**config.mk**
```make
export PLATFORM = sky130hd
export DESIGN_NAME = alu_seq
export DESIGN_NICKNAME = d
export VERILOG_FILES = /design/src/rtl/alu_seq.sv
export SDC_FILE = /design/constraint.sdc
export NUM_CORES = 1
export LEC_CHECK = 0
export CORE_MARGIN = 1
export CORE_UTILIZATION = 25
export CTS_BUF_LIST = sky130_fd_sc_hd__clkbuf_16
export DETAILED_ROUTE_END_ITERATION = 8
export GPL_ROUTABILITY_DRIVEN = 0
export PLACE_DENSITY = 0.52
export SLEW_MARGIN = 20
export SYNTH_ARGS = -nofsm -noshare
export SYNTH_HDL_FRONTEND = slang
export SYNTH_SLANG_ARGS = --single-unit
```
**constraint.sdc**
```tcl
create_clock -name clk -period 5.7 [get_ports clk]
set_input_delay 1.425 -clock clk [delete_from_list [all_inputs] [get_ports clk]]
set_output_delay 1.425 -clock clk [all_outputs]
set_load 0.05 [all_outputs]
```
**src/rtl/alu_seq.sv**
```systemverilog
// Three-cycle instruction sequencer (IDLE -> EXEC -> WB) around an external combinational 16-bit pass/add ALU.
// Optional carry flag output is enabled by defining ALU_SEQ_CARRY_EN.
module alu_seq (
    input  logic        clk,
    input  logic        rst_n,
    input  logic        instr_valid,
    output logic        instr_ready,
    input  logic [15:0] instr,
    output logic [15:0] alu_in1,
    output logic [15:0] alu_in2,
    output logic        alu_op,
    input  logic [15:0] alu_result,
    output logic        done,
    input  logic [1:0]  dbg_sel,
    output logic [15:0] dbg_data
`ifdef ALU_SEQ_CARRY_EN
    ,
    output logic        carry
`endif
);

    localparam logic [3:0] OP_MOV = 4'b0001;
    localparam logic [3:0] OP_ADD = 4'b0010;
    localparam logic [3:0] OP_LDI = 4'b0011;

    typedef enum logic [1:0] {
        IDLE = 2'd0,
        EXEC = 2'd1,
        WB   = 2'd2
    } state_t;

    state_t      state_reg, state_next;
    logic [15:0] ir_reg, ir_next;
    logic [15:0] res_reg, res_next;
    logic [15:0] rf_reg [4];
    logic        wr_en;

    logic [3:0]  opcode;
    logic [1:0]  rd, rs1, rs2;
    logic        writes_rd;

    assign opcode    = ir_reg[15:12];
    assign rd        = ir_reg[11:10];
    assign rs1       = ir_reg[9:8];
    assign rs2       = ir_reg[7:6];
    assign writes_rd = (opcode == OP_MOV) || (opcode == OP_ADD) || (opcode == OP_LDI);

    // Operand and debug reads are purely combinational off the register file.
    assign alu_in1  = rf_reg[rs1];
    assign alu_in2  = rf_reg[rs2];
    assign dbg_data = rf_reg[dbg_sel];

    always_comb begin
        state_next  = state_reg;
        ir_next     = ir_reg;
        res_next    = res_reg;
        instr_ready = 1'b0;
        alu_op      = 1'b0;
        done        = 1'b0;
        wr_en       = 1'b0;
        case (state_reg)
            IDLE: begin
                instr_ready = 1'b1;
                if (instr_valid) begin
                    ir_next    = instr;
                    state_next = EXEC;
                end
            end
            EXEC: begin
                alu_op     = (opcode == OP_ADD);
                res_next   = (opcode == OP_LDI) ? {8'h00, ir_reg[7:0]} : alu_result;
                state_next = WB;
            end
            WB: begin
                done       = 1'b1;
                wr_en      = writes_rd;
                state_next = IDLE;
            end
            default: state_next = IDLE;
        endcase
    end

    always_ff @(posedge clk) begin
        if (!rst_n) begin
            state_reg <= IDLE;
            ir_reg    <= 16'h0000;
            res_reg   <= 16'h0000;
            for (int i = 0; i < 4; i++) begin
                rf_reg[i] <= 16'h0000;
            end
        end else begin
            state_reg <= state_next;
            ir_reg    <= ir_next;
            res_reg   <= res_next;
            if (wr_en) begin
                rf_reg[rd] <= res_reg;
            end
        end
    end

`ifdef ALU_SEQ_CARRY_EN
    // Carry-out is sampled alongside res in EXEC and only committed by an ADD at WB.
    logic [16:0] sum_wide;
    logic        carry_res_reg;
    logic        carry_reg;

    assign sum_wide = {1'b0, alu_in1} + {1'b0, alu_in2};
    assign carry    = carry_reg;

    always_ff @(posedge clk) begin
        if (!rst_n) begin
            carry_res_reg <= 1'b0;
            carry_reg     <= 1'b0;
        end else begin
            if (state_reg == EXEC) begin
                carry_res_reg <= sum_wide[16];
            end
            if (state_reg == WB && opcode == OP_ADD) begin
                carry_reg <= carry_res_reg;
            end
        end
    end
`endif

endmodule

```
Word level (Yosys, flattened, before mapping)
Memory sizes are Yosys's and may differ from the RTL's. A register that Yosys moved wholly into a read port is not among the register bits.
Cells that the tools add are included.
Word-level totals
  register bits: 34
  memory bits (writable): 64
  input bits: 37
  output and inout bits: 51
  logic and storage cells: 33
  memories: 1
Memory list
  rf_reg: words 4, width 16, read ports 3, clocked after Yosys merged registers in 2, wr ports 4, line 35  | logic [15:0] rf_reg [4];
Cells by class
  equal/unequal tests: 6
  multiplexer cells: 18
  reductions and logical operators: 5
Operators by type and width (count)
  two-way mux 16 bit: 2
  OR reduction 16 bit: 1
  two-way mux 2 bit: 6
  two-way mux 1 bit: 9
  == test 4 x 2 -> 1 bit, second input constant: 2
  == test 4 x 1 -> 1 bit, second input constant: 1
  case mux 2 bit (2 select lines): 1
  == test 2 x 1 -> 1 bit, second input constant: 1
  == test 2 bit, second input constant: 1
  logical NOT 2 bit: 1
  logical OR 1 bit: 2
  inequality test 2 bit, second input constant: 1
  AND reduction 2 bit: 1

Depth between registers and ports, before layout
  word-level depth: 9
  depth in mapped cells: 5
  depth with buffers taken out: 3

Worst setup path before layout
No wires, ideal clock.
  path type: input to output
  from: input dbg_sel[0]
  to: output dbg_data[0]
  arrival: 2.834 ns
  data required time: 4.275 ns
  slack: 1.441 ns
  stages: 3
  cell sequence: clkbuf_1 > buf_2 > mux4_2
Between the ends
  word-level cells in the longest chain between the ends: 1
Ends and longest elaborated chain
  start: declaration: line 14  | input logic [1:0] dbg_sel,
  memory (4 x 16 bit)
  end: declaration: line 15  | output logic [15:0] dbg_data
No other way between the ends.

Worst setup path in the final report
  from: input dbg_sel[0]
  to: output dbg_data[13]
The elaborated chain is that of the path after synthesis.

==> results_dict.tcl <==
set metrics [dict create \
    overflow 0 \
    port_buffers 87 \
    synth_top_family_by_area "multiplexers" \
    p_int_uw 1240 \
    fp.dieH_um 143 \
    min_to "ir_reg[3]" \
    nNetsFinal 506 \
    yosysTopAreaCell "edfxtp_1" \
    htreeDepth 3 \
    grt_pass1_wl_um 19900 \
    rsz0062_at_grt "false" \
    avgViaCountPerCell 4.61 \
    yosysWarnings 0 \
    combPwrFrac_pct 18.9 \
    antenna_found_initial 0 \
    synth_top_area_share_pct 38.7 \
    cts-hold-fix-buffers 0 \
    grt_usage_pct 13.2 \
    synth_nets 435 \
    die_width_um 143 \
    relSlewSlack_pct 30.9 \
    clock.fmax_mhz 203 \
    crit_fanout 16 \
    sw_frac_of_total_pct 28.1 \
    finalNonFillerCells 739 \
    synth.mux.area_fraction_pct 21.7 \
    final_layout_size_suffix_gt1_share_pct 17.9 \
    cts_tree "yes" \
    synth_flop_cell "edfxtp_1" \
    start_kind "input port" \
    crit_start "dbg_sel[0]" \
    fp.coreArea_um2 19500 \
    ys_seq_elements 102 \
    r2r_start "state_reg[1]" \
    hold_path.class "reg2reg" \
    min_from "ir_reg[3]" \
    holdPathStages 2 \
    syn_area_per_cell_um2 12.5 \
    yosysMostFrequentCell "nand2_1" \
    synth_compound_area_share_pct 5.54 \
    skew_ns 0.00641 \
    async_flop_share_pct 0 \
    finalSetupTns_ns 0 \
    synth_area_leaders "edfxtp_1 39%, mux4_2 22%, dfxtp_1 15%" \
    cts-resized-gates 0 \
    drv_slew 0 \
    seq_power_share_pct 49.4 \
    post_drt_wl_per_cell_um 17.5 \
    clkTransAtPathRegs_ns 0.07 \
    syn_area_um2 4970 \
    largest_reg_flops 64 \
    final_hold_viol_count 0 \
    utilization_pct 32.7 \
    grt_start_max_net_pins 22 \
    placed_area_um2 6090 \
    cp.required_ns 4.28 \
    cts_root_buffer "clkbuf_16" \
    routed_wl_um 13000 \
    drtPass1Iterations 6 \
    synth_cell_types 31 \
    synth_commonest_cells "78 x nand2_1, 64 x edfxtp_1, 48 x mux4_2, 45 x nor2_1, 38 x dfxtp_1" \
    synthCells 398 \
    cts_buffers 9 \
    p_clk_share_pct 31.7 \
    diodes 0 \
    worstSkewPairLatency_ns 0.34 \
    synth-simple-area-share_pct 15.9 \
    initial_core_util_pct 25.5 \
    power.density_nw_per_um2 272 \
    syn2layout_area_growth_pct 27.9 \
    power.leakage_uw 0.00204 \
    io_pins 88 \
    cts_setup_buffers 0 \
    final_area_um2 6360 \
    die_area_um2 20500 \
    ant_nets 0 \
    post-route-min-period_ns 4.93 \
    synth_edf_count 64 \
    drtIter0Drc 136 \
    rr_endpoint "rf_reg[3][6]" \
    finalCritPeriodShare_pct 86.5 \
    rrSetupSlack_ns 2.51 \
    critical_path_class "in2out" \
    num_vias 3404 \
    clock_path_buffers 2 \
    dpl.hpwl_um 9380 \
    peakVddDrop_uv 138 \
    arrival_ns 3.51 \
    status "finished clean" \
    end_kind "output port" \
    ys_seq_area_share_pct 54.0 \
    rr_worst_depth 3 \
    finalSetupViolCount 0 \
    dp_cells 723 \
    drcViolationCount 0 \
    cts.sinks 102 \
    tightest_slew_ns 1.04 \
    switching_power_uw 486 \
    synth_fa_ha_area_share_pct 0 \
    drv_cap 0 \
    grt_pass1_vias 3508 \
    synth_xor_xnor_area_share_pct 0 \
    std_cell_rows 51 \
]
stage by stage:
step	total power, uW	hold slack, ns	setup WS, ns
after floorplan	1080	0.441	1.44
after global placement	1200	0.455	0.771
after detailed placement	1200	0.468	0.759
after CTS	1740	0.478	0.747
after global routing	1790	0.501	0.707
final	1730	0.475	0.769
area by class of cell:
type | instances | area, um^2
fill | 1972 | 13100
tap | 265 | 332
timing repair buffer | 93 | 911
sequential | 102 | 2680
clock buffer | 9 | 225
multi-input combinational | 262 | 2160
clock inverter | 7 | 40.0
inverter | 1 | 3.75
kinds of logic (layout without fill, tap and decap cells):
group	count (synthesis)	after routing
flops	102	102
mux	48	48
compound gates	41	41
buf+inv	34	110
simple gates	173	173
per-layer routing:
layer  track usage [%]  up-vias  part of all wire (%)
met5                 0        -                     0
met4              6.06        0                   2.4
met3              2.25       12                   4.8
met2              21.6      114                    47
met1              17.1     1666                    46
li1                  -     1612                     -
cell usage in the layout, fill, tap and decap left out, types with 2 or more instances in the layout:
cell type and instances:
dfxtp_1 37, nor2_1 45, nand3_1 8, mux4_2 48, clkdlybuf4s50_1 85, a21boi_0 23
nor2b_1 2, a31oi_1 8, buf_4 8, nor2_2 9, nand2b_1 2, clkbuf_16 9
nor4_1 3, or4_1 2, clkinv_1 3, o21ai_0 8, clkinvlp_4 2, edfxtp_1 64
and2_1 14, nand2_1 78
worst max-delay path, cell delays in order:
cell,delay [ns]
clkdlybuf4s50_1,0.46
buf_4,0.33
mux4_2,0.57
clkdlybuf4s50_1,0.71
power by group through the flow:
stage                     Sequential (uW)  Clock (uW)  Combinational (uW)
final                                 854         549                 327
after global routing                  859         589                 344
after CTS                             854         560                 331
after detailed placement              870           0                 331
after global placement                868           0                 327
after floorplan                       846           0                 230
worst max path at each step:
stage                         to  slack [ns]  cells after the start
floorplan            dbg_data[0]        1.44                      3
global placement     dbg_data[1]        0.77                      4
detailed placement  dbg_data[13]        0.76                      4
CTS                 dbg_data[13]        0.75                      4
global route        dbg_data[12]        0.71                      4
finish              dbg_data[13]        0.77                      4
Power figures use the tool's default switching activity.
